<file path="src/rtl/rgb_pwm_pkg.sv">
// Shared constants and types for the RGB PWM driver.
//   PWM_W          default PWM counter / duty width
//   R_*, G_*, B_*  bit positions of each colour component in the 24-bit code
//   duty_t         one colour component / duty value at the default width
package rgb_pwm_pkg;

  localparam int PWM_W = 8;

  localparam int R_HI = 23;
  localparam int R_LO = 16;
  localparam int G_HI = 15;
  localparam int G_LO = 8;
  localparam int B_HI = 7;
  localparam int B_LO = 0;

  typedef logic [PWM_W-1:0] duty_t;

endpackage

</file>
<file path="src/rtl/pwm_channel.sv">
// One PWM colour channel: pending register, duty register and registered
// compare output.
//   clk, rst_n   clock and synchronous active-low reset
//   enable       PWM running; when low, duty tracks the latest colour
//   load, din    capture strobe and colour value for this channel
//   boundary     last tick of a PWM period; duty is updated here
//   pwm_cnt      shared PWM counter from the top level
//   led          registered output, high while pwm_cnt < duty
// Build option: RGB_PWM_FADE_EN makes duty step by 1 per period toward
// the loaded colour instead of jumping to it.
module pwm_channel #(
  parameter int PWM_W = 8
) (
  input  logic             clk,
  input  logic             rst_n,
  input  logic             enable,
  input  logic             load,
  input  logic             boundary,
  input  logic [PWM_W-1:0] din,
  input  logic [PWM_W-1:0] pwm_cnt,
  output logic             led
);
  import rgb_pwm_pkg::*;

  logic [PWM_W-1:0] pending;
  logic [PWM_W-1:0] duty;
  logic [PWM_W-1:0] target;
  logic [PWM_W-1:0] duty_at_boundary;

  // A load in the same cycle bypasses the pending register.
  assign target = load ? din : pending;

`ifdef RGB_PWM_FADE_EN
  always_comb begin
    duty_at_boundary = duty;
    if (duty < target) begin
      duty_at_boundary = duty + 1'b1;
    end else if (duty > target) begin
      duty_at_boundary = duty - 1'b1;
    end
  end
`else
  assign duty_at_boundary = target;
`endif

  always_ff @(posedge clk) begin
    if (!rst_n) begin
      pending <= '0;
      duty    <= '0;
      led     <= 1'b0;
    end else begin
      if (load) begin
        pending <= din;
      end
      // While stopped the duty follows the colour directly, so a restart
      // begins with the newest value rather than a fade.
      if (!enable) begin
        duty <= target;
      end else if (boundary) begin
        duty <= duty_at_boundary;
      end
      led <= enable && (pwm_cnt < duty);
    end
  end

endmodule

</file>
<file path="src/rtl/rgb_pwm_driver.sv">
// Three-channel PWM driver for a common RGB LED. Colours are captured on
// load and applied only at PWM period boundaries, so outputs never glitch
// mid-period.
//   clk, rst_n            clock and synchronous active-low reset
//   rgb[23:0], load       colour code (R=[23:16], G=[15:8], B=[7:0]) and strobe
//   enable                runs the PWM when high
//   led_r, led_g, led_b   registered PWM outputs, active-high
//   period_start          one-cycle pulse with the first outputs of each period
// Build option: RGB_PWM_FADE_EN (see pwm_channel) enables per-period fading.
module rgb_pwm_driver #(
  parameter int PRESCALE = 4,
  parameter int PWM_W    = rgb_pwm_pkg::PWM_W
) (
  input  logic        clk,
  input  logic        rst_n,
  input  logic [23:0] rgb,
  input  logic        load,
  input  logic        enable,
  output logic        led_r,
  output logic        led_g,
  output logic        led_b,
  output logic        period_start
);
  import rgb_pwm_pkg::*;

  localparam int              PRE_W   = (PRESCALE > 1) ? $clog2(PRESCALE) : 1;
  localparam logic [PRE_W-1:0] PRE_MAX = PRE_W'(PRESCALE - 1);

  logic [PRE_W-1:0] pre_cnt;
  logic [PWM_W-1:0] pwm_cnt;
  logic             tick;
  logic             boundary;
  duty_t            col_r;
  duty_t            col_g;
  duty_t            col_b;

  assign tick     = enable && (pre_cnt == PRE_MAX);
  assign boundary = tick && (pwm_cnt == {PWM_W{1'b1}});

  assign col_r = rgb[R_HI:R_LO];
  assign col_g = rgb[G_HI:G_LO];
  assign col_b = rgb[B_HI:B_LO];

  always_ff @(posedge clk) begin
    if (!rst_n) begin
      pre_cnt      <= '0;
      pwm_cnt      <= '0;
      period_start <= 1'b0;
    end else if (!enable) begin
      pre_cnt      <= '0;
      pwm_cnt      <= '0;
      period_start <= 1'b0;
    end else begin
      pre_cnt <= tick ? '0 : pre_cnt + 1'b1;
      if (tick) begin
        pwm_cnt <= pwm_cnt + 1'b1;
      end
      // Counter state 0/0 is seen exactly once per period, including the
      // first enabled cycle after a restart; the pulse lines up with the
      // outputs produced from that state.
      period_start <= (pwm_cnt == '0) && (pre_cnt == '0);
    end
  end

  pwm_channel #(.PWM_W(PWM_W)) u_ch_r (
    .clk      (clk),
    .rst_n    (rst_n),
    .enable   (enable),
    .load     (load),
    .boundary (boundary),
    .din      (PWM_W'(col_r)),
    .pwm_cnt  (pwm_cnt),
    .led      (led_r)
  );

  pwm_channel #(.PWM_W(PWM_W)) u_ch_g (
    .clk      (clk),
    .rst_n    (rst_n),
    .enable   (enable),
    .load     (load),
    .boundary (boundary),
    .din      (PWM_W'(col_g)),
    .pwm_cnt  (pwm_cnt),
    .led      (led_g)
  );

  pwm_channel #(.PWM_W(PWM_W)) u_ch_b (
    .clk      (clk),
    .rst_n    (rst_n),
    .enable   (enable),
    .load     (load),
    .boundary (boundary),
    .din      (PWM_W'(col_b)),
    .pwm_cnt  (pwm_cnt),
    .led      (led_b)
  );

endmodule
</file>
<file path="config.mk">
export PLATFORM = sky130hd
export DESIGN_NAME = rgb_pwm_driver
export DESIGN_NICKNAME = d
export VERILOG_FILES = /design/src/rtl/rgb_pwm_pkg.sv /design/src/rtl/pwm_channel.sv /design/src/rtl/rgb_pwm_driver.sv
export SDC_FILE = /design/constraint.sdc
export NUM_CORES = 1
export LEC_CHECK = 0
export CELL_PAD_IN_SITES_DETAIL_PLACEMENT = 0
export CELL_PAD_IN_SITES_GLOBAL_PLACEMENT = 1
export CORE_MARGIN = 1.5
export CORE_UTILIZATION = 47
export CTS_BUF_LIST = sky130_fd_sc_hd__clkbuf_8 sky130_fd_sc_hd__clkbuf_16
export CTS_CLUSTER_SIZE = 30
export DETAILED_ROUTE_END_ITERATION = 12
export PLACE_DENSITY_LB_ADDON = 0.1
export SLEW_MARGIN = 20
export SYNTH_ARGS = -nofsm -noshare
export SYNTH_HDL_FRONTEND = slang
export SYNTH_SLANG_ARGS = --single-unit
</file>
<file path="constraint.sdc">
create_clock -name clk -period 5 [get_ports clk]
set_clock_uncertainty 0.1 [all_clocks]
set_input_delay 1 -clock clk [delete_from_list [all_inputs] [get_ports clk]]
set_output_delay 1 -clock clk [all_outputs]
set_load 0.01 [all_outputs]
</file>
* Word-level counts from Yosys, hierarchy flattened *
Cells that the tools add are included.
W data, S select, Z words.

operators by class
  eq/ne operators = 3
  bitwise operators = 2
  reductions and logical operators = 10
  order comparisons = 3
  multiplexer cells = 9
  $add $sub $neg = 2

operators by type and width
  cell                   number
  $mux W8                9
  $lt A8 B8 Y1           3
  $add A8 B1 Y8 const B  1
  $eq A8 B8 Y1 const B   1
  $logic_not A8 Y1       1
  $logic_and A1 B1 Y1    6
  $reduce_or A3 Y1       1
  $add A2 B1 Y2 const B  1
  $eq A2 B2 Y1 const B   1
  $logic_not A2 Y1       1
  $ne A2 B1 Y1 const B   1
  $not A1 Y1             2
  $reduce_and A2 Y1      1

storage, ports and cells
  output and inout bits = 4
  logic and storage cells = 41
  register bits = 62

* Depth between registers and ports, before layout *
Gate-level depths: netlist of run 1.

  depth in word-level cells = 5
  depth in mapped cells = 6
  gate-level depth less buffers = 5

* Hierarchy *
A second synthesis of run 1 with hierarchy kept.

unflattened totals
  cell total of the unflattened synthesis = 287
  area total of the unflattened synthesis = 2877.8 um2

by module, submodules not included
  module          cells each  seq. area each (um2)  area an instance (um2)  times used
  pwm_channel     77          340.3                 788.3                   3
  rgb_pwm_driver  56          220.2                 513.0                   1

* Worst setup path before layout of run 1 *
Ideal clock, no wire load.

  path type = input to register
  start point = input enable
  end point = register u_ch_b.duty[0]
  cell stages on the path = 5
  setup time = 87 ps
  buffers on the path = 2
  setup slack = 2892 ps
  arrival = 1921 ps
  path through = buf_6 > and4_4 > a31o_4 > buf_8 > a221oi_2

between the ends
  word-level cells in the longest chain between the ends = 3
  elaborated cells between the ends (all ways) = 4

RTL lines
  element                 line                  source
  from (decl)             rgb_pwm_driver.sv:18  input logic enable,
  $logic_and A1 B1 Y1     rgb_pwm_driver.sv:37  assign tick = enable && (pre_cnt == PRE_MAX);
  $logic_and A1 B1 Y1     rgb_pwm_driver.sv:38  assign boundary = tick && (pwm_cnt == {PWM_W{1'b1}});
  $ne A2 B1 Y1 (no line)  -
  to (signal assigned)    pwm_channel.sv:58     duty <= target;
  to (signal assigned)    pwm_channel.sv:60     duty <= duty_at_boundary;
  to (decl)               pwm_channel.sv:26     logic [PWM_W-1:0] duty;

Parallel ways exist; a longest one is shown, timed or not.
A chain may end at the register's enable or synchronous reset.

* Worst setup path after layout of run 1 *
  start point = input enable
  end point = register u_ch_g.duty[0]

between the ends
  word-level cells in the longest chain between the ends = 3
  elaborated cells between the ends (all ways) = 4

RTL lines
  element                 line
  $logic_and A1 B1 Y1     rgb_pwm_driver.sv:37
  $logic_and A1 B1 Y1     rgb_pwm_driver.sv:38
  $ne A2 B1 Y1 (no line)  -
  to (signal assigned)    pwm_channel.sv:58
  to (signal assigned)    pwm_channel.sv:60
  to (decl)               pwm_channel.sv:26

Parallel ways exist; a longest one is shown, timed or not.

==> results.json, run 1 <==
{
  "status": "finished clean",
  "rsz0062_at_grt": "false",
  "ant_nets": 0,
  "syn_inst": 295,
  "cp.required_ns": 5.08,
  "final.setup.tns_ns": 0,
  "drive_gt1_frac": 0.132,
  "cts.repair.resized": 0,
  "synth.area.top_cells": "dfxtp_1, a221oi_2, ha_1",
  "holdPathStages": 1,
  "grt_max_degree": 49,
  "yosysMostFrequentCell": "dfxtp_1",
  "clockPowerShare": 0.409,
  "clock_latency_ns": 0.33,
  "htree_num_levels": 3,
  "slew_headroom": 0.496,
  "p_sw_mw": 0.264,
  "grt_usage": 0.185,
  "cts_sinks": 62,
  "synth_area_per_cell_sq_um": 10.2,
  "critPathKind": "in2reg",
  "row_count": 28,
  "setup_viol": 0,
  "drc": 0,
  "grt_pass1_vias": 2164,
  "p_leak_nw": 1.45,
  "ioPinCount": 32,
  "finalCriticalPeriod_ns": 2.70,
  "clockRootBuffer": "clkbuf_8",
  "pwr-share-comb": 0.114,
  "critPathMaxStageDelay_ns": 0.62,
  "syn_nets": 348,
  "fmax_ghz": 0.370,
  "fin_crit_sh": 0.541,
  "slew_violations": 0,
  "worst_r2r_path_depth": 4,
  "place_congestion": 0.790,
  "drt_iter0_drc": 66,
  "ys_warn_count": 0,
  "numCtsBuffers": 9,
  "slowest_stage": "inv_1",
  "stdcell_count": 400,
  "wl_per_cell_um": 14.6,
  "clkSlewWorstSetupHoldPaths_ns": 0.07,
  "tightestPinTransition_ns": 0.755,
  "cts_tree": "done",
  "port_buffers": 31,
  "p_seq_frac": 0.477,
  "crit_fanout": 25,
  "p_sw_frac": 0.236,
  "clk_path_buf_depth": 2,
  "area_growth_pct": 16.9,
  "synth_commonest_cells": "dfxtp_1, nor2_1, inv_1",
  "dieArea_sq_um": 6880,
  "netlist_area_sq_um": 3000,
  "hold_viol": 0,
  "cts_hold_buf": 0,
  "placed_cells": 385,
  "avgViaCountPerCell": 5.41,
  "hp-class": "reg2reg",
  "p_int_mw": 0.853,
  "fp.coreArea_sq_um": 6060,
  "fin_ws_ns": 2.30,
  "post-place-ws_ns": 1.92,
  "nets": 374,
  "die_h_um": 83.0,
  "cp.arrival_ns": 2.79,
  "synth_enable_flop_cells": 0,
  "yosysUniqueCellTypes": 36,
  "antenna_found_initial": 0,
  "crit_chain": "clkdlybuf4s50_1 -> inv_1 -> a31o_4 -> a221oi_1",
  "async_reset_ff_frac": 0,
  "hpwl_um": 3900,
  "grt_overflow_total": 0,
  "dr.pass1.iters": 4,
  "diodes": 0,
  "initial_utilization": 0.496,
  "ys_ff_latch": 62,
  "die_w_um": 83.0,
  "yosysSeqAreaShare": 0.413,
  "yosysTopAreaCell": "dfxtp_1",
  "vdd_ir_drop_max_mv": 0.261,
  "wl_um": 5830,
  "synth_top_area_share": 0.413,
  "start_kind": "input port",
  "drv_cap": 0,
  "grt_pass1_wl_um": 10300,
  "vias": 2165,
  "synthFlopType": "dfxtp_1",
  "endpoint_kind": "flop",
  "post-cts-setup-buffers": 0,
  "p_per_area_nw_per_um2": 318
}
==> routing by layer <==
| layer | GRT usage | share of wire | wire length, um |
|---|---|---|---|
| met1 | 0.237 | 0.49 | 2840 |
| met2 | 0.301 | 0.48 | 2780 |
| met3 | 0.0567 | 0.024 | 142 |
| met4 | 0.0500 | 0.010 | 60 |
| met5 | 0 | 0 | 0 |
==> final timing paths <==
| kind | to | slack, ns | from |
|---|---|---|---|
| worst max-delay path | u_ch_g.duty[0]$_SDFFE_PN0P_ | 2.30 | enable |
| worst min-delay path | pre_cnt[0]$_SDFF_PP0_ | 0.37 | pre_cnt[0]$_SDFF_PP0_ |
| worst max register to register | u_ch_g.duty[0]$_SDFFE_PN0P_ | 2.93 | pwm_cnt[1]$_SDFFE_PN0P_ |
| worst min register to register | pre_cnt[0]$_SDFF_PP0_ | 0.37 | pre_cnt[0]$_SDFF_PP0_ |
==> cells in the final DEF, fill, tap and decap left out, types with 2 or more instances in the layout <==
master           netlist  final
nand2_1                2      2
clkdlybuf4s50_1        0     31
a21o_1                 3      3
o21a_1                 3      3
a21oi_1                4      4
nand3_1                2      2
dfxtp_1               62     62
or4_1                  2      2
clkbuf_8               0     12
mux2i_1               26     26
o31a_1                 3      3
ha_1                  25     25
or3_1                  3      3
a2111oi_0              6      6
o21ai_0                3      3
inv_1                 29     28
and4_1                 3      3
nor2_1                54     54
a221oi_2              21     21
a221oi_1               3      3
nand2b_1               3      3
nand4_1                9      9
buf_4                  2      2
==> critical path: cells and delay by family <==
family          cells  cell delay, ns
compound gates      2            0.61
buf+inv             2            1.16
==> area by class of cell <==
cell class,instances,area [sq um]
Timing Repair Buffer,33,325
Clock buffer,12,165
Clock inverter,3,42.5
Inverter,29,109
Tap cell,75,93.8
Fill cell,553,2550
Sequential cell,62,1240
Multi-Input combinational cell,186,1540
==> through the flow <==
stage	util	instance area, sq um	total power, mW	hold WS [ns]
final	0.579	3510	1.12	0.373
after CTS	0.579	3510	1.13	0.365
after global placement	0.545	3300	0.670	0.346
after global routing	0.579	3510	1.17	0.373
after detailed placement	0.545	3300	0.672	0.344
after floorplan	-	3000	0.630	0.327
==> sequential cells by signal, indices dropped and copies added (netlist names) <==
name and flops:
pwm_cnt 8, u_ch_b.duty 8, u_ch_b.pending 8, u_ch_g.duty 8, u_ch_g.pending 8, u_ch_r.duty 8, u_ch_r.pending 8, pre_cnt 2
period_start 1, u_ch_b.led 1, u_ch_g.led 1, u_ch_r.led 1
==> kinds of logic after synthesis <==
group / Yosys count / synth area share
DFF: 62 / 0.413
xor gates and xnor gates: 2 / 0.00583
AOI/OAI and AO/OA: 48 / 0.175
buffers and inverters: 47 / 0.0758
and+or+nand+nor: 85 / 0.140
adders and majority gates: 25 / 0.104
muxes: 26 / 0.0866
==> power by group through the flow <==
stage / clock network (mW) / registers, mW / logic, mW
6_report: 0.456 / 0.533 / 0.127
5_1_grt: 0.490 / 0.537 / 0.144
4_1_cts: 0.465 / 0.533 / 0.129
3_5_place_dp: 0 / 0.544 / 0.128
3_3_place_gp: 0 / 0.544 / 0.126
2_1_floorplan: 0 / 0.542 / 0.0879
No activity file was read; power rests on OpenSTA's default activity.
==> inputs of run 2 (changes only) <==
Settings changed: CORE_UTILIZATION 47 to 40.
Clock period 5 ns to 2.4 ns, I/O delays scaled along.
==> run 2 against run 1 <==
Effect of this change: die area increased by 17%; register-to-register slack got worse by 2.4 ns; cell count grew 8.3%; global-route usage decreased by 2.6 points; sequential power grew 110%; final area rose by 2.1%; routed wire length up 1.2%; clock-buffer cell count shrank 2; via count up 1.2%; non-clock buffer count grew 8; flip-flop and latch count did not move; core utilization down 8.5 points; critical path type unchanged.
==> results.json, run 2 (synthesis results as in run 1) <==
{
  "dr.pass1.iters": 4,
  "critPathKind": "in2reg",
  "clkSlewWorstSetupHoldPaths_ns": 0.07,
  "hold_viol": 0,
  "clk_path_buf_depth": 2,
  "row_count": 31,
  "timing.rr.start": "pwm_cnt[0]$_SDFFE_PN0P_",
  "cts_hold_buf": 0,
  "grt_pass1_wl_um": 9560,
  "fin_area_sq_um": 3590,
  "die_w_um": 89.7,
  "layout_commonest_cell": "dfxtp_1",
  "crit_fanout": 16,
  "finalCriticalPeriod_ns": 1.86,
  "rsz0062_at_grt": "false",
  "avgViaCountPerCell": 5.06,
  "fmax_ghz": 0.538,
  "dieArea_sq_um": 8040,
  "setup_viol": 0,
  "slew_headroom": 0.602,
  "status": "finished clean",
  "tightestPinTransition_ns": 0.583,
  "grt_usage": 0.159,
  "holdPathStages": 1,
  "cts_sinks": 62,
  "wl_um": 5900,
  "cts.repair.resized": 0,
  "worstReg2RegEnd": "u_ch_g.duty[2]$_SDFFE_PN0P_",
  "hold_end": "pre_cnt[0]$_SDFF_PP0_",
  "post-cts-setup-buffers": 0,
  "grt_overflow_total": 0,
  "drive_gt1_frac": 0.150,
  "min_from": "pre_cnt[0]$_SDFF_PP0_",
  "vias": 2191,
  "place_congestion": 0.793,
  "critPathMaxStageDelay_ns": 0.61,
  "nets": 382,
  "fin_ws_ns": 0.542,
  "fp.coreArea_sq_um": 7250,
  "ioPinCount": 32,
  "clockRootBuffer": "clkbuf_8",
  "hp-class": "reg2reg",
  "cp.arrival_ns": 2.00,
  "grt_max_degree": 49,
  "ant_nets": 0,
  "numCtsBuffers": 9,
  "placed_cells": 417,
  "final.setup.tns_ns": 0,
  "initial_utilization": 0.414,
  "drv_cap": 0,
  "hpwl_um": 4040,
  "area_growth_pct": 19.4,
  "start_kind": "input port",
  "p_leak_nw": 1.48,
  "slowest_stage": "clkdlybuf4s50_1",
  "wl_per_cell_um": 13.6,
  "nFillCells": 736,
  "cp.required_ns": 2.54,
  "grt_pass1_vias": 2033,
  "dpl_cell_area_sq_um": 3420,
  "port_buffers": 31,
  "cts_tree": "done",
  "clock_latency_ns": 0.33,
  "final_cell_mix": "dfxtp_1, nor2_1, clkdlybuf4s50_1",
  "drc": 0,
  "slew_violations": 0,
  "die_h_um": 89.7,
  "htree_num_levels": 3,
  "fin_crit_sh": 0.774,
  "worst_r2r_path_depth": 5,
  "antenna_found_initial": 0,
  "r2r_slack_ns": 0.57,
  "p_per_area_nw_per_um2": 604,
  "cp-startpoint": "enable",
  "diodes": 0,
  "vdd_ir_drop_max_mv": 0.388,
  "drt_iter0_drc": 48,
  "post-place-ws_ns": 0.179,
  "crit_chain": "clkdlybuf4s50_1 -> and4_4 -> nand3_4 -> buf_4 -> a221oi_1",
  "stdcell_count": 433,
  "endpoint_kind": "flop"
}
run 2: layout make-up:
class                      count  area (sq um)  area share
timing repair buffer          41           410       0.114
inverter                      29           109      0.0303
clock buffer                  10           138      0.0384
multi-input combinational    186          1540       0.428
sequential                    62          1240       0.346
tap                           99           124      0.0345
clock inverter                 6          30.0     0.00837
run 2: metrics by stage:
stage,hold WS (ns),utilization,power (mW)
floorplan,0.327,-,1.31
global placement,0.342,0.471,1.41
detailed placement,0.343,0.471,1.41
CTS,0.359,0.495,2.21
global route,0.386,0.495,2.28
finish,0.370,0.495,2.17
run 2: worst max-delay path, delay by kind of cell:
family          cells  cell delay [ns]
buf+inv             2             0.86
simple gates        2             0.37
compound gates      1             0.27
run 2: how the worst max path moves through the flow:
| stage | to | cells after the start |
|---|---|---|
| after floorplan | u_ch_b.duty[0]$_SDFFE_PN0P_ | 6 |
| after global placement | u_ch_g.led$_SDFF_PN0_ | 4 |
| after detailed placement | u_ch_g.led$_SDFF_PN0_ | 4 |
| after CTS | u_ch_g.duty[0]$_SDFFE_PN0P_ | 5 |
| after global routing | u_ch_b.led$_SDFF_PN0_ | 4 |
| final | u_ch_g.duty[2]$_SDFFE_PN0P_ | 5 |
run 2: layer usage:
| metal | vias up | track usage | wire length [um] |
|---|---|---|---|
| met5 | - | 0 | 0 |
| met4 | 0 | 0.0629 | 82 |
| met3 | 8 | 0.0411 | 175 |
| met2 | 32 | 0.254 | 2710 |
| met1 | 1019 | 0.205 | 2930 |
| li1 | 1132 | - | - |
run 2: report_power, final:
group          leakage [nW]  switching [mW]  internal (mW)
registers             0.511          0.0217           1.09
logic                 0.879           0.134          0.140
clock network        0.0944           0.393          0.389
